$ cat config.mk
export PLATFORM = sky130hd
export DESIGN_NAME = tick_counter_core
export DESIGN_NICKNAME = d
export VERILOG_FILES = /design/src/rtl/tick_counter_pkg.sv /design/src/rtl/button_debounce.sv /design/src/rtl/tick_counter_core.sv
export SDC_FILE = /design/constraint.sdc
export NUM_CORES = 1
export LEC_CHECK = 0
export ABC_AREA = 1
export CAP_MARGIN = 5
export CORE_ASPECT_RATIO = 1.75
export CORE_UTILIZATION = 40
export DETAILED_ROUTE_END_ITERATION = 16
export DONT_BUFFER_PORTS = 1
export PLACE_DENSITY = 0.62
export SLEW_MARGIN = 10
export SYNTH_ARGS = -nofsm -noshare
export SYNTH_HDL_FRONTEND = slang
export SYNTH_SLANG_ARGS = --single-unit
$ cat constraint.sdc
create_clock -name clk -period 3 [get_ports clk]
set_clock_uncertainty 0.1 [all_clocks]
set_input_delay 0.3 -clock clk [delete_from_list [all_inputs] [get_ports clk]]
set_output_delay 0.3 -clock clk [all_outputs]
set_load 0.1 [all_outputs]
$ cat src/rtl/tick_counter_pkg.sv
// Shared definitions for the tick counter core: ALU op codes, counter
// FSM states and button index constants.
`timescale 1ns/1ps
package tick_counter_pkg;

   typedef enum logic [1:0] {
      OP_ADD = 2'd0,
      OP_SUB = 2'd1,
      OP_AND = 2'd2,
      OP_XOR = 2'd3
   } alu_op_e;

   typedef enum logic [1:0] {
      ST_RUN_UP   = 2'd0,
      ST_RUN_DOWN = 2'd1,
      ST_PAUSED   = 2'd2
   } cnt_state_e;

   localparam int unsigned BTN_DOWN  = 0;
   localparam int unsigned BTN_PAUSE = 1;
   localparam int unsigned BTN_LOAD  = 2;
   localparam int unsigned BTN_CLEAR = 3;
   localparam int unsigned NUM_BTN   = 4;

   // Run mode selected by the pause/down buttons (pressed = 1).
   function automatic cnt_state_e run_state(input logic pause_p, input logic down_p);
      if (pause_p)
         return ST_PAUSED;
      else if (down_p)
         return ST_RUN_DOWN;
      else
         return ST_RUN_UP;
   endfunction

endpackage

$ cat src/rtl/button_debounce.sv
// One raw active-low button: 2-flop synchroniser followed by a tick-based
// debouncer. The accepted level changes only after DEB_TICKS consecutive
// ticks on which the synchronised level differs from the accepted one.
`timescale 1ns/1ps
module button_debounce
   import tick_counter_pkg::*;
#(
   parameter int unsigned DEB_TICKS = 2
) (
   input  logic clk,
   input  logic reset,
   input  logic button_n,
   input  logic tick,
   output logic accepted
);

   localparam int unsigned CW = $clog2(DEB_TICKS + 1);

   logic [1:0]    sync_q, sync_d;
   logic          level_q, level_d;
   logic [CW-1:0] cnt_q, cnt_d;

   // Synchroniser shift path from the asynchronous pin.
   always_comb begin
      sync_d = {sync_q[0], button_n};
   end

   // Stability counter: any tick agreeing with the accepted level restarts it.
   always_comb begin
      level_d = level_q;
      cnt_d   = cnt_q;
      if (tick) begin
         if (sync_q[1] != level_q) begin
            if (cnt_q == CW'(DEB_TICKS - 1)) begin
               level_d = sync_q[1];
               cnt_d   = '0;
            end else begin
               cnt_d = cnt_q + CW'(1);
            end
         end else begin
            cnt_d = '0;
         end
      end
   end

   // State registers; buttons come out of reset released.
   always_ff @(posedge clk) begin
      if (!reset) begin
         sync_q  <= '1;
         level_q <= 1'b1;
         cnt_q   <= '0;
      end else begin
         sync_q  <= sync_d;
         level_q <= level_d;
         cnt_q   <= cnt_d;
      end
   end

   // Next accepted level, so a command acts on the very tick it is accepted.
   assign accepted = level_d;

endmodule

$ cat src/rtl/tick_counter_core.sv
// Tick-driven up/down counter with debounced button commands, LED mirror
// and a registered host ALU. Single clock domain; no derived clocks.
`timescale 1ns/1ps
module tick_counter_core
   import tick_counter_pkg::*;
#(
   parameter int unsigned CLK_DIV   = 10_000_000,
   parameter int unsigned CNT_W     = 8,
   parameter int unsigned DATA_W    = 32,
   parameter int unsigned DEB_TICKS = 2
) (
   input  logic              clk,
   input  logic              reset,
   input  logic [3:0]        button,
   input  logic [DATA_W-1:0] host_a,
   input  logic [DATA_W-1:0] host_b,
   input  logic [1:0]        host_op,
   input  logic [CNT_W-1:0]  host_load,
   output logic [CNT_W-1:0]  led,
   output logic [CNT_W-1:0]  count,
   output logic [DATA_W-1:0] result,
   output logic [3:0]        status
);

   localparam int unsigned DIV_W = $clog2(CLK_DIV);

   logic [DIV_W-1:0]  div_q, div_d;
   logic              tick_q, tick_d;
   logic [3:0]        accepted;
   logic [3:0]        pressed;
   cnt_state_e        state_q, state_d;
   logic [CNT_W-1:0]  count_q, count_d;
   logic              wrap_q, wrap_d;
   logic              paused_q, paused_d;
   logic [DATA_W-1:0] result_q, result_d;
   logic              carry_q, carry_d;
   logic [DATA_W:0]   alu_wide;

   // Divider: counts 0..CLK_DIV-1, strobe registered on the wrap.
   always_comb begin
      tick_d = (div_q == DIV_W'(CLK_DIV - 1));
      div_d  = tick_d ? '0 : div_q + DIV_W'(1);
   end

   // Divider and tick strobe registers.
   always_ff @(posedge clk) begin
      if (!reset) begin
         div_q  <= '0;
         tick_q <= 1'b0;
      end else begin
         div_q  <= div_d;
         tick_q <= tick_d;
      end
   end

   for (genvar i = 0; i < NUM_BTN; i++) begin : g_btn
      button_debounce #(.DEB_TICKS(DEB_TICKS)) u_deb (
         .clk      (clk),
         .reset    (reset),
         .button_n (button[i]),
         .tick     (tick_q),
         .accepted (accepted[i])
      );
   end

   assign pressed = ~accepted;

   // Counter FSM next state: command priority clear > load > pause > down > up.
   always_comb begin
      state_d  = state_q;
      count_d  = count_q;
      wrap_d   = wrap_q;
      paused_d = paused_q;
      if (tick_q) begin
         if (pressed[BTN_CLEAR]) begin
            count_d = '0;
            wrap_d  = 1'b0;
            state_d = run_state(pressed[BTN_PAUSE], pressed[BTN_DOWN]);
         end else if (pressed[BTN_LOAD]) begin
            count_d = host_load;
            state_d = run_state(pressed[BTN_PAUSE], pressed[BTN_DOWN]);
         end else if (pressed[BTN_PAUSE]) begin
            state_d = ST_PAUSED;
         end else if (pressed[BTN_DOWN]) begin
            state_d = ST_RUN_DOWN;
            count_d = count_q - CNT_W'(1);
            if (count_q == '0)
               wrap_d = 1'b1;
         end else begin
            state_d = ST_RUN_UP;
            count_d = count_q + CNT_W'(1);
            if (count_q == '1)
               wrap_d = 1'b1;
         end
         paused_d = (state_d == ST_PAUSED);
      end
   end

   // Counter FSM registers with registered paused flag.
   always_ff @(posedge clk) begin
      if (!reset) begin
         state_q  <= ST_RUN_UP;
         count_q  <= '0;
         wrap_q   <= 1'b0;
         paused_q <= 1'b0;
      end else begin
         state_q  <= state_d;
         count_q  <= count_d;
         wrap_q   <= wrap_d;
         paused_q <= paused_d;
      end
   end

   // Host ALU: carry is the extra sum bit for add, the borrow for sub.
   always_comb begin
      alu_wide = '0;
      result_d = '0;
      carry_d  = 1'b0;
      case (alu_op_e'(host_op))
         OP_ADD: begin
            alu_wide = {1'b0, host_a} + {1'b0, host_b};
            result_d = alu_wide[DATA_W-1:0];
            carry_d  = alu_wide[DATA_W];
         end
         OP_SUB: begin
            alu_wide = {1'b0, host_a} - {1'b0, host_b};
            result_d = alu_wide[DATA_W-1:0];
            carry_d  = alu_wide[DATA_W];
         end
         OP_AND:  result_d = host_a & host_b;
         default: result_d = host_a ^ host_b;
      endcase
   end

   // ALU result registers, updated every cycle.
   always_ff @(posedge clk) begin
      if (!reset) begin
         result_q <= '0;
         carry_q  <= 1'b0;
      end else begin
         result_q <= result_d;
         carry_q  <= carry_d;
      end
   end

   assign count  = count_q;
   assign led    = ~count_q;
   assign result = result_q;
   assign status = {wrap_q, carry_q, paused_q, tick_q};

endmodule

Word-level counts from Yosys, hierarchy flattened
Index checks and enable logic that the tools add are counted.
Widths: inputs -> output; s select.
- add/sub/neg operators: 9
- equal/unequal tests: 17
- muxes and demuxes: 35
- bitwise logic cells: 5
- reductions and logical operators: 6
- operators by type and width (kind ; number):
    $pmux 32 s3 ; 1
    $add 32x32->33 ; 1
    $sub 32x32->33 ; 1
    $and 32x32->32 ; 1
    $mux 8 ; 4
    $xor 32x32->32 ; 1
    $add 24x1->24 const B ; 1
    $eq 24x24->1 const B ; 1
    $mux 2 ; 10
    $mux 1 ; 19
    $eq 2x1->1 const B ; 5
    $add 2x1->2 const B ; 4
    $add 8x1->8 const B ; 1
    $eq 8x8->1 const B ; 1
    $logic_not 8->1 ; 1
    $not 8->8 ; 1
    $sub 8x1->8 const B ; 1
    $ne 3x1->1 const B ; 2
    $reduce_and 5->1 ; 1
    $eq 2x2->1 const B ; 2
    $ne 1x1->1 ; 4
    $ne 2x1->1 const B ; 2
    $not 4->4 ; 1
    $reduce_bool 3->1 ; 1
    5 further kinds ; 5
- register bits after elaboration: 88
- bits of input ports: 80

Depth between registers and ports, before layout
Gate-level depths: netlist (run 1).
- word-level depth: 9
- mapped depth: 17
- gate-level depth less buffers: 16

Cells and area by module
Synthesis (run 1) repeated with hierarchy kept, for this count alone.
- cells, all modules: 1713
- area total of the unflattened synthesis: 9639.2 µm²
- by module, submodules not included (module ; instances ; cells an instance ; area an instance (µm²) ; seq. area each (µm²)):
    tick_counter_core ; 1 ; 1609 ; 8873.5 ; 1361.3
    button_debounce ; 4 ; 26 ; 191.4 ; 100.1

Least setup slack after synthesis (run 1)
Ideal clock, no wire load.
- path kind: reg2reg
- start: register count_q[7], in the netlist count[7]
- end: register count_q[7], in the netlist count[7]
- setup time: 132 ps
- arrival: 2344 ps
- data required time: 2768 ps
- path slack: 423 ps
- cell stages (with the launch flop): 7
- path buffers: 0
- clock period less this slack: 2577 ps
- cells stage by stage: dfxtp_1 > inv_1 > xor2_1 > a21oi_1 > o21ai_0 > nand2_1 > a21oi_1
- longest elaborated chain between the ends: 5
- elaborated cells between the ends (all ways): 6
- RTL lines (element ; line ; text):
    start: declaration ; tick_counter_core.sv:32 ; logic [CNT_W-1:0] count_q, count_d;
    start signal: assignment ; tick_counter_core.sv:108 ; count_q <= count_d;
    $add 8x1->8 / $sub 8x1->8 (equally long branches) ; tick_counter_core.sv:91, tick_counter_core.sv:86 ;
    $mux 8 (*) ; tick_counter_core.sv:84 ; end else if (pressed[BTN_DOWN]) begin
    $mux 8 (*) ; tick_counter_core.sv:82 ; end else if (pressed[BTN_PAUSE]) begin
    $mux 8 (*) ; tick_counter_core.sv:79 ; end else if (pressed[BTN_LOAD]) begin
    $mux 8 (*) ; tick_counter_core.sv:75 ; if (pressed[BTN_CLEAR]) begin
Mark *: on every way between the ends. The rest lies on a longest branch, timed or not. The select of a mux whose other input is x is not followed.
A chain may end at the register's enable or synchronous reset.

Worst setup path after layout (run 1)
- start: register g_btn[0].u_deb.cnt_q[0]
- end: register count_q[6], in the netlist count[6]
- longest elaborated chain between the ends: 9
- RTL lines (element ; line ; text):
    start: declaration ; button_debounce.sv:21 ; logic [CW-1:0] cnt_q, cnt_d;
    start signal: assignment ; button_debounce.sv:55 ; cnt_q <= cnt_d;
    $eq 2x1->1 ; button_debounce.sv:34 ; if (cnt_q == CW'(DEB_TICKS - 1)) begin
    $mux 1 ; button_debounce.sv:34 ;
    $mux 1 ; button_debounce.sv:33 ; if (sync_q[1] != level_q) begin
    $mux 1 ; button_debounce.sv:32 ; if (tick) begin
    $not 4->4 ; tick_counter_core.sv:66 ; assign pressed = ~accepted;
    $mux 8 ; tick_counter_core.sv:84 ;
    $mux 8 ; tick_counter_core.sv:82 ;
    $mux 8 ; tick_counter_core.sv:79 ;
    $mux 8 ; tick_counter_core.sv:75 ;
No other way between the ends. The select of a mux whose other input is x is not followed.

==> results.json, run 1 <==
{
  "avgSynthCellArea_sq_um": 5.598,
  "cp_top_family": "compound AO/OA/AOI/OAI gates",
  "max_slew_margin_pct": 24.84,
  "start_kind": "flip-flop",
  "p_leak_nw": 5.467,
  "hold_violations": 0,
  "n_fill_cell": 2591,
  "ff2ff_path_depth": 13,
  "status": "completed",
  "layout_min_cycle_time_ns": 2.296,
  "setup_tns_ns": 0,
  "hold_start": "reset",
  "mostFrequentLayoutCells": "518 x nand2_1, 335 x inv_1, 156 x nor2_1",
  "pwr-share-comb_pct": 30.5,
  "grt_overflow": 0,
  "syn_nets": 1836,
  "synthMuxAreaShare_pct": 0.1462,
  "fmax_mhz": 435.6,
  "finalMaxSlewViolations": 0,
  "cts_max_level": 3,
  "drc": 0,
  "syn_inst": 1682,
  "crit_top_cell": "nand2_1",
  "power.internal_mw": 2.163,
  "met3_length_microns": 1485,
  "fin_crit_sh_pct": 76.53,
  "antenna_found_initial": 0,
  "arrival_ns": 2.41,
  "chipWidth_microns": 118.0,
  "multi_input_comb_area_sq_um": 6035,
  "synth_top_family_by_area": "simple AND/OR/NAND/NOR gates",
  "synth_async_sr_flop_share_pct": 0,
  "ir_worst_vdd_mv": 0.2861,
  "antenna_cells": 0,
  "nets": 1819,
  "synth_compound_area_share_pct": 11.32,
  "tightestPinTransition_ns": 1.126,
  "yosys-top-cells-area": "nand2_1 21%, dfxtp_1 19%, inv_1 13%",
  "cts_resized": 0,
  "drt-initial-drc-count": 560,
  "final_common_cell": "nand2_1",
  "port_buffers": 0,
  "holdPathEnd": "result[11]",
  "dr_wl_met2_microns": 17360,
  "synth_edf_count": 0,
  "power.share.clock_pct": 29.1,
  "setup_violations": 0,
  "vias_per_cell": 5.184,
  "tritoncts": "built",
  "die_h_microns": 205.0,
  "hp-class": "input pin to flip-flop",
  "synth_simple_gate_area_share_pct": 41.40,
  "fp.dieArea_sq_um": 24180,
  "p_switching_mw": 1.703,
  "grt_pass1_vias": 10070,
  "crit_fanout": 6,
  "synth_area_sq_um": 9417,
  "drive_above_1_share_pct": 5.629,
  "hpwl_microns": 26830,
  "ys_types": 46,
  "regArea_sq_um": 1762,
  "cp_num_buf_inv": 0,
  "synth-seq-area-share_pct": 18.71,
  "cp_cell_sequence": "nand3_1, o21ai_2, ha_1, a21oi_1, nand2_1, nand2_1, nand2_1, a21oi_1, nor2_1, nor2_1, nand2_1, nand3_1, a21oi_1",
  "initial_core_util_pct": 41.07,
  "crit_path_top_delay_cell": "dfxtp_1",
  "hold_depth": 2,
  "coreArea_sq_um": 22930,
  "yosysTopAreaCell": "nand2_1",
  "synth_xor_area_share_pct": 1.116,
  "critical_path_class": "flip-flop to flip-flop",
  "syn2layout_area_growth_pct": 5.900,
  "wl_met1_microns": 11450,
  "p_sw_share_pct": 44.05,
  "cts_buffers": 9,
  "wirelength_microns": 33190,
  "end_kind": "flip-flop",
  "crit_required_ns": 3.12,
  "ys_ff_latch": 88,
  "power_frac_seq_pct": 40.4,
  "reg2reg_to": "count[6]",
  "r2r-start": "g_btn[0].u_deb.cnt_q[0]",
  "yosys.area_share.adder_pct": 10.07,
  "pin_count": 132,
  "yosysWarnings": 0,
  "p_per_area_nw_per_um2": 387.7,
  "routabilityCongestion": 1.012,
  "rsz0062_at_grt": "false",
  "grt_max_degree": 32,
  "cap_violations": 0,
  "post-cts-setup-buffers": 0,
  "r2r_slack_ns": 0.70,
  "vias": 10210,
  "insertion_delay_ns": 0.37,
  "cpPeakStageDelay_ns": 0.36,
  "clkTransAtPathRegs_ns": 0.07,
  "synthFlopType": "dfxtp_1",
  "ant_nets": 0,
  "cts.sinks": 88,
  "cts_hold_buf": 5,
  "clockBufferDepth": 2,
  "grt_first_pass_wirelength_microns": 51090,
  "grtUsageTotal_pct": 27.74,
  "synth.top_cell.area_share_pct": 20.65,
  "root_buffer": "clkbuf_16",
  "dp_slack_ns": 0.3813,
  "rows": 73,
  "drt_pre_antenna_iters": 5,
  "worst_slack_ns": 0.7042,
  "startpoint": "g_btn[0].u_deb.cnt_q[0]",
  "top_layer": "met4",
  "wl_per_cell_microns": 16.85
}
-- cell usage after synthesis, types with 8 or more instances --
cell         n
inv_2        8
clkbuf_1    16
nand2_1    518
xor2_1       8
or2_2       14
a21oi_1     77
nor3_1      23
nand4_1     19
o21ai_0     78
nand3_1    141
nor2_2      12
o2111ai_1    8
dfxtp_1     88
nor2_1     157
ha_1        71
buf_2       12
inv_1      335
buf_4       19
-- power groups by stage --
stage	Clock [mW]	Combinational [mW]	Sequential (mW)
global placement	0	1.14	1.59
floorplan	0	0.875	1.57
CTS	1.16	1.16	1.56
detailed placement	0	1.14	1.59
finish	1.12	1.18	1.56
global route	1.19	1.32	1.57
-- worst max-delay path by stage --
stage / endpoint / depth (start not counted)
after floorplan: count[7] / 6
after CTS: count[7] / 13
after detailed placement: result[16] / 15
final: count[6] / 13
after global placement: result[16] / 15
after global routing: count[7] / 13
-- routing by layer --
metal	up-vias	global-route usage, %
met5	-	0
met4	0	24.08
met3	143	4.761
met2	335	53.38
met1	4580	24.63
li1	5155	-
-- area by class of cell --
cell class / count / share of cell area, %
Tap cell: 300 / 3.764
Clock buffer: 11 / 2.434
Clock inverter: 5 / 0.4015
Inverter: 343 / 12.91
Timing Repair Buffer: 26 / 2.309
Sequential cell: 88 / 17.67
Multi-Input combinational cell: 1197 / 60.51
-- logic make-up after synthesis --
kind of cell | after synthesis
AND/OR/NAND/NOR | 918
buffers and inverters | 397
AO/OA/AOI/OAI | 192
flip-flops | 88
adder cells (fa/ha/maj) | 74
XOR/XNOR | 12
multiplexers | 1
-- registers in the layout (all words and copies together) (netlist names) --
register / cells
tick_q: 1
g_btn.u_deb.sync_q: 8
paused_q: 1
g_btn.u_deb.cnt_q: 8
count: 8
result: 32
carry_q: 1
g_btn.u_deb.level_q: 4
wrap_q: 1
div_q: 24
-- metrics by stage --
step	instance area (sq um)	power (mW)	std cells	hold slack (ns)	utilization [%]
after floorplan	9417	2.441	1682	0.2925	-
after global placement	9629	2.729	1949	0.2760	42.00
after detailed placement	9629	2.732	1949	0.2790	42.00
after CTS	9972	3.886	1970	0.004356	43.50
after global routing	9972	4.075	1970	0.008497	43.50
final	9972	3.866	1970	0.02637	43.50
Power figures use the tool's default switching activity.
==> inputs of run 2 (changes only) <==
--- a/config.mk
+++ b/config.mk
@@ -5,13 +5,13 @@
 export SDC_FILE = /design/constraint.sdc
 export NUM_CORES = 1
 export LEC_CHECK = 0
-export ABC_AREA = 1
+export ABC_AREA = 0
 export CAP_MARGIN = 5
 export CORE_ASPECT_RATIO = 1.75
 export CORE_UTILIZATION = 40
 export DETAILED_ROUTE_END_ITERATION = 16
 export DONT_BUFFER_PORTS = 1
-export PLACE_DENSITY = 0.62
+export PLACE_DENSITY = 0.64
 export SLEW_MARGIN = 10
 export SYNTH_ARGS = -nofsm -noshare
 export SYNTH_HDL_FRONTEND = slang
==> constraint.sdc (replaced) <==
create_clock -name clk -period 1.93 [get_ports clk]
set_clock_uncertainty 0.1 [all_clocks]
set_input_delay 0.193 -clock clk [delete_from_list [all_inputs] [get_ports clk]]
set_output_delay 0.193 -clock clk [all_outputs]
set_load 0.1 [all_outputs]
==> run 2 against run 1 <==
Compared with the run above:
- the run now ends with negative setup slack left
- via count decreased by 11%
- flip-flop and latch count unchanged
- clock power grew 62%
- synthesized cell count shrank 39%
- routed wire length shrank 13%
- worst hold slack got worse by 0.024 ns
- sequential share of layout area is 2.7 points lower
- utilization grew 21 points
- critical path depth stayed put
==> results.json, run 2 <==
{
  "cts_max_level": 3,
  "r2r-start": "tick_q",
  "yosysWarnings": 0,
  "busiest_layer": "met2",
  "cap_violations": 0,
  "vias_per_cell": 5.791,
  "synth_async_sr_flop_share_pct": 0,
  "yosysTopAreaCell": "dfxtp_1",
  "rows": 66,
  "fp.dieArea_sq_um": 19440,
  "drc": 0,
  "hpwl_microns": 20020,
  "r2r_slack_ns": -0.54,
  "p_leak_nw": 5.193,
  "finalMaxSlewViolations": 0,
  "synthFlopType": "dfxtp_1",
  "grtUsageTotal_pct": 28.58,
  "yosys-top-cells-area": "dfxtp_1 23%, ha_1 12%, a21oi_1 7.2%",
  "synth-seq-area-share_pct": 23.35,
  "layout_min_cycle_time_ns": 2.571,
  "coreArea_sq_um": 18500,
  "insertion_delay_ns": 0.36,
  "cp_cell_sequence": "ha_4, inv_4, fa_2, o21bai_1, a211o_1, a21oi_2, o31ai_2, a41o_4, a211oi_4, nor3_2, or4_4, mux2_4, nor4_2",
  "synth_simple_gate_area_share_pct": 21.24,
  "drive_above_1_share_pct": 41.81,
  "pin_count": 132,
  "wl_per_cell_microns": 18.58,
  "cts.sinks": 88,
  "critPathCapture": "result[28]",
  "syn_nets": 1178,
  "yosys.area_share.adder_pct": 12.57,
  "worst_slack_ns": -0.6413,
  "synth.top_cell.area_share_pct": 23.35,
  "grt_max_degree": 58,
  "dp_slack_ns": -1.131,
  "cts_buffers": 9,
  "wirelength_microns": 29040,
  "initial_core_util_pct": 40.79,
  "arrival_ns": 2.75,
  "syn_inst": 1024,
  "setup_violations": 35,
  "grt_first_pass_wirelength_microns": 43700,
  "fin_area_sq_um": 11960,
  "syn2layout_area_growth_pct": 58.48,
  "fmax_mhz": 388.9,
  "crit_path_top_delay_cell": "or4_4",
  "ff2ff_path_depth": 13,
  "cpPeakStageDelay_ns": 0.51,
  "yosysMostFrequentCell": "nor2_1",
  "post-route-util_pct": 64.65,
  "clockBufferDepth": 2,
  "final_common_cell": "buf_4",
  "antenna_found_initial": 0,
  "cp_top_family": "compound AO/OA/AOI/OAI gates",
  "root_buffer": "clkbuf_16",
  "reg2reg_to": "count[7]",
  "p_per_area_nw_per_um2": 585.7,
  "startpoint": "host_a[0]",
  "drt-initial-drc-count": 556,
  "grt_overflow": 0,
  "violations": "negative setup slack",
  "ir_worst_vdd_mv": 0.4497,
  "hold_depth": 4,
  "hold_violations": 0,
  "tritoncts": "built",
  "end_kind": "flip-flop",
  "placed_area_sq_um": 10190,
  "worst-path-stages": 13,
  "antenna_cells": 0,
  "fin_crit_sh_pct": 133.2,
  "grt_use_met2_pct": 54.54,
  "drt_pre_antenna_iters": 7,
  "vias": 9052,
  "synthMuxAreaShare_pct": 2.703,
  "ys_ff_latch": 88,
  "nets": 1474,
  "largest_reg_flops": 32,
  "port_buffers": 0,
  "start_kind": "input pin",
  "ant_nets": 0,
  "synth_area_sq_um": 7546,
  "critical_path_class": "input pin to flip-flop",
  "cp_num_buf_inv": 1,
  "crit_required_ns": 2.11,
  "synth_compound_area_share_pct": 27.13,
  "synth_top_family_by_area": "compound AO/OA/AOI/OAI gates",
  "grt_util_met1_pct": 27.89,
  "mostFrequentLayoutCells": "290 x buf_4, 126 x nor2_1, 74 x a21oi_1",
  "met3_usage_pct": 4.431,
  "synth_xor_area_share_pct": 5.687,
  "synthTopCellsByCount": "137 x nor2_1, 108 x a21oi_1, 88 x dfxtp_1",
  "grt_pass1_vias": 8928,
  "clkTransAtPathRegs_ns": 0.08,
  "max_slew_margin_pct": 2.874,
  "crit_fanout": 2,
  "avgSynthCellArea_sq_um": 7.369,
  "status": "finished with violations",
  "tightestPinTransition_ns": 1.457,
  "ys_types": 73,
  "chipWidth_microns": 105.8,
  "die_h_microns": 183.7,
  "routabilityCongestion": 0.9620,
  "synth_edf_count": 0,
  "rsz0062_at_grt": "true",
  "hp-class": "input pin to flip-flop"
}
run 2: cell count changes after synthesis, moves of 20 or more:
cell / change
nand2_1: -461
inv_1: -256
nand3_1: -112
a21oi_1: +31
xnor2_1: +30
clkbuf_1: +21
o21ai_0: -21
nor2_1: -20
run 2: logic make-up (layout without fill, tap and decap cells):
group,after synthesis,after routing
multiplexers,18,18
AND/OR/NAND/NOR,341,341
buffers and inverters,140,441
flip-flops,88,88
AO/OA/AOI/OAI,314,314
adder cells (fa/ha/maj),74,74
XOR/XNOR,49,49
run 2: what timing repair did:
item | CTS | global route
buffers inserted | 24 | 23
setup endpoints to repair | 39 | 44
hold endpoints to repair | 52 | 2
hold buffers | 14 | 2
pin swaps | 89 | 76
gates resized for setup | 112 | 100
gates cloned | 2 | 1
run 2: per-stage QoR:
step                      TNS, ns  std cells  power [mW]  hold slack [ns]
after detailed placement   -22.79       1495       4.690           0.1640
final                      -11.70       1563       7.004         0.002101
after floorplan            -12.49       1024       3.772           0.1945
after global routing       -15.42       1563       7.318        0.0007619
after global placement     -21.96       1495       4.671           0.1597
after CTS                  -10.83       1547       6.765         0.002987
run 2: worst min path at each step:
stage                               endpoint          from
detailed placement    g_btn[3].u_deb.level_q         reset
global route                      result[27]    host_op[1]
finish                              count[3]  host_load[3]
global placement      g_btn[2].u_deb.level_q         reset
floorplan           g_btn[0].u_deb.sync_q[0]     button[0]
CTS                               result[29]    host_op[1]
run 2: tightest hold or removal path, stage by stage:
cell,delay (ns)
a21oi_1,0.04
nor2_1,0.08
a21oi_1,0.05
nor2_1,0.07
run 2: routing by layer:
metal | up-vias | wire length (microns) | part of all wire [%]
li1 | 4222 | - | -
met1 | 4271 | 10030 | 35
met2 | 388 | 15510 | 53
met3 | 171 | 1454 | 5.0
met4 | 0 | 2045 | 7.0
met5 | - | 0 | 0
run 2: cell type report:
cell class              instances  area, sq um
multi-input cells             796         6395
repair buffers                343         2811
clock inverters                 7        72.57
flip-flops and latches         88         1784
fillers                      1504         6539
clock buffers                   9        225.2
well taps                     238        297.8
inverters                      82        372.9
run 2: where the power goes:
part           internal [mW]  leakage (nW)  switching (mW)
clock                  0.913         0.143           0.901
combinational           1.36          4.32            1.89
sequential              1.90         0.729          0.0395
total                   4.17          5.19            2.83
==> inputs of run 3 (changes only) <==
--- a/config.mk
+++ b/config.mk
@@ -12,7 +12,9 @@
 export DETAILED_ROUTE_END_ITERATION = 16
 export DONT_BUFFER_PORTS = 1
 export PLACE_DENSITY = 0.64
+export SKIP_LAST_GASP = 1
 export SLEW_MARGIN = 10
 export SYNTH_ARGS = -nofsm -noshare
 export SYNTH_HDL_FRONTEND = slang
+export SYNTH_HIERARCHICAL = 1
 export SYNTH_SLANG_ARGS = --single-unit
==> run 3 against run 2 <==
Compared with the run above:
- the flow still finishes with violations (negative setup slack)
- non-clock buffer count shrank 21
- largest cell class unchanged
- final area decreased by 0.72%
- synthesized cell count is 1.8% higher
- critical path depth fell by 1
- combinational power about the same
- sequential power hardly changed
- highest routed layer unchanged
- synthesized area grew 4.1%
- final cell count hardly changed
- critical path type unchanged
- sequential share of layout area increased by 0.056 points
- first-iteration DRC count decreased by 17%
==> results.json, run 3 <==
{
  "nets": 1471,
  "tritoncts": "built",
  "final_common_cell": "buf_4",
  "synth_edf_count": 0,
  "cp_cell_sequence": "ha_4, inv_2, fa_2, o21ba_4, nor4_4, o41a_1, a21oi_2, o211ai_2, nand2_2, or4_4, nor4b_2, o31a_1",
  "finalMaxSlewViolations": 0,
  "end_kind": "flip-flop",
  "crit_required_ns": 2.09,
  "hold_violations": 0,
  "antenna_cells": 0,
  "wirelength_microns": 29870,
  "power_frac_seq_pct": 27.4,
  "multi_input_comb_area_sq_um": 6496,
  "critical_path_class": "input pin to flip-flop",
  "power.internal_mw": 4.317,
  "status": "finished with violations",
  "ir_worst_vdd_mv": 0.4357,
  "antenna_found_initial": 0,
  "grt_max_degree": 64,
  "port_buffers": 0,
  "cts_max_level": 3,
  "avgSynthCellArea_sq_um": 7.541,
  "regArea_sq_um": 1778,
  "max_slew_margin_pct": 23.20,
  "cts.sinks": 88,
  "synth-seq-area-share_pct": 22.42,
  "syn_nets": 1197,
  "synth_async_sr_flop_share_pct": 0,
  "wl_per_cell_microns": 19.12,
  "setup_violations": 31,
  "vias": 9051,
  "rows": 67,
  "initial_core_util_pct": 40.93,
  "cp_top_family": "compound AO/OA/AOI/OAI gates",
  "grtUsageTotal_pct": 28.13,
  "synth.top_cell.area_share_pct": 22.42,
  "rsz0062_at_grt": "true",
  "die_h_microns": 187.4,
  "layout_min_cycle_time_ns": 2.432,
  "start_kind": "input pin",
  "coreArea_sq_um": 19200,
  "synth_area_sq_um": 7858,
  "grt_overflow": 0,
  "ant_nets": 0,
  "violations": "negative setup slack",
  "ff2ff_path_depth": 13,
  "synthFlopType": "dfxtp_1",
  "p_total_mw": 7.079,
  "clockBufferDepth": 2,
  "power.share.clock_pct": 27.1,
  "tightestPinTransition_ns": 1.152,
  "routabilityCongestion": 0.9355,
  "grt_pass1_vias": 9097,
  "post-route-util_pct": 61.85,
  "vias_per_cell": 5.794,
  "drt_pre_antenna_iters": 5,
  "syn2layout_area_growth_pct": 51.10,
  "fmax_mhz": 411.3,
  "yosys-top-cells-area": "dfxtp_1 22%, ha_1 11%, nor2_1 6.9%",
  "worst_slack_ns": -0.5016,
  "largest_reg_flops": 32,
  "hp-class": "input pin to flip-flop",
  "p_sw_share_pct": 39.02,
  "dp_slack_ns": -0.9367,
  "mostFrequentLayoutCells": "282 x buf_4, 138 x nor2_1, 77 x dfxtp_1",
  "whs_ns": 0.01931,
  "grt_first_pass_wirelength_microns": 44470,
  "crit_path_top_delay_cell": "or4_4",
  "drive_above_1_share_pct": 39.97,
  "cts_buffers": 9,
  "hpwl_microns": 20580,
  "cpPeakStageDelay_ns": 0.43,
  "fp.dieArea_sq_um": 20230,
  "synthTopCellsByCount": "144 x nor2_1, 88 x dfxtp_1, 83 x a21oi_1, 83 x inv_1, 72 x ha_1",
  "ys_ff_latch": 88,
  "drt-initial-drc-count": 464,
  "syn_inst": 1042,
  "pwr-share-comb_pct": 45.5,
  "p_switching_mw": 2.762,
  "worst-path-stages": 12,
  "arrival_ns": 2.59,
  "insertion_delay_ns": 0.36,
  "pin_count": 132,
  "p_leak_nw": 5.214,
  "fin_crit_sh_pct": 126.0,
  "cap_violations": 0,
  "n_fill_cell": 1609,
  "cp_num_buf_inv": 1,
  "drc": 0,
  "hold_depth": 3,
  "ys_types": 89,
  "p_per_area_nw_per_um2": 596.2,
  "clkTransAtPathRegs_ns": 0.08,
  "yosysTopAreaCell": "dfxtp_1",
  "yosysMostFrequentCell": "nor2_1",
  "yosysWarnings": 6,
  "crit_fanout": 3,
  "chipWidth_microns": 108.0,
  "root_buffer": "clkbuf_16"
}
==> run 3: cell count changes after synthesis, moves of 5 or more <==
cell	previous run	this run
a21oi_1	108	83
nand3b_1	1	15
nor3_1	30	16
clkbuf_1	37	29
nand3_1	29	21
o211ai_1	13	21
nor2_1	137	144
nand2_1	57	62
o211ai_2	0	5
o21ai_1	0	5
o21ai_2	0	5
o221ai_1	8	3
==> run 3: path summary, 6_finish.rpt <==
path	end	slack (ns)	start
min reg2reg	g_btn[2].u_deb/sync_q[1]	0.32	g_btn[2].u_deb/sync_q[0]
max	result[30]	-0.50	host_a[0]
min	result[6]	0.02	reset
max reg2reg	count[6]	-0.45	tick_q
==> run 3: layout make-up <==
| class | instances | area share, % |
|---|---|---|
| clock inverters | 6 | 0.6112 |
| clock buffers | 10 | 2.013 |
| flip-flops and latches | 88 | 14.98 |
| multi-input cells | 811 | 54.72 |
| repair buffers | 322 | 22.06 |
| inverters | 84 | 3.088 |
| well taps | 241 | 2.540 |
==> run 3: cells by family (layout without fill, tap and decap cells) <==
group	count (synthesis)	in the layout	share of synthesized area, %
multiplexers	19	19	2.707
buffers and inverters	143	422	7.739
AND/OR/NAND/NOR	350	350	21.62
flip-flops	88	88	22.42
adder cells (fa/ha/maj)	75	75	12.23
AO/OA/AOI/OAI	319	319	27.93
XOR/XNOR	48	48	5.350
==> run 3: routing by layer <==
layer  share of wire (%)  wire (microns)  vias up  global-route usage (%)
li1                    -               -     4279                       -
met1                  35           10460     4296                   27.51
met2                  54           16120      351                   53.06
met3                 5.2            1548      125                   4.355
met4                 5.8            1734        0                   17.81
met5                   0               0        -                       0
==> run 3: worst reg2reg max path, stage by stage, from the launching register on <==
cell	delay [ns]
dfxtp_4	0.35
and3b_1	0.20
o21ai_2	0.16
inv_2	0.11
ha_1	0.34
a21oi_2	0.16
o21bai_1	0.11
a21o_1	0.18
a21oi_2	0.13
xnor2_1	0.07
mux2i_1	0.13
nor2_1	0.05
a21oi_1	0.11
nor2_1	0.06
==> run 3: per-stage QoR <==
| stage | area, sq um | std cells | TNS (ns) |
|---|---|---|---|
| after floorplan | 8337 | 1042 | -10.50 |
| after global placement | 10410 | 1506 | -17.95 |
| after detailed placement | 10410 | 1506 | -19.30 |
| after CTS | 11260 | 1544 | -7.145 |
| after global routing | 11870 | 1562 | -12.33 |
| final | 11870 | 1562 | -8.590 |
==> run 3: power groups by stage <==
stage	combinational (mW)	clock (mW)	sequential [mW]
2_1_floorplan	1.33	0	2.50
3_3_place_gp	2.73	0	1.98
3_5_place_dp	2.75	0	1.98
4_1_cts	2.96	1.96	1.94
5_1_grt	3.41	2.00	1.94
6_report	3.22	1.92	1.94
==> run 3: timing repair <==
action / CTS / global route
buffers inserted: 14 / 20
cloned: 0 / 2
hold buffers: 12 / 0
endpoints found under the hold margin: 54 / 0
pin swaps: 51 / 62
resized for setup: 66 / 95
endpoints found under the setup margin: 34 / 57
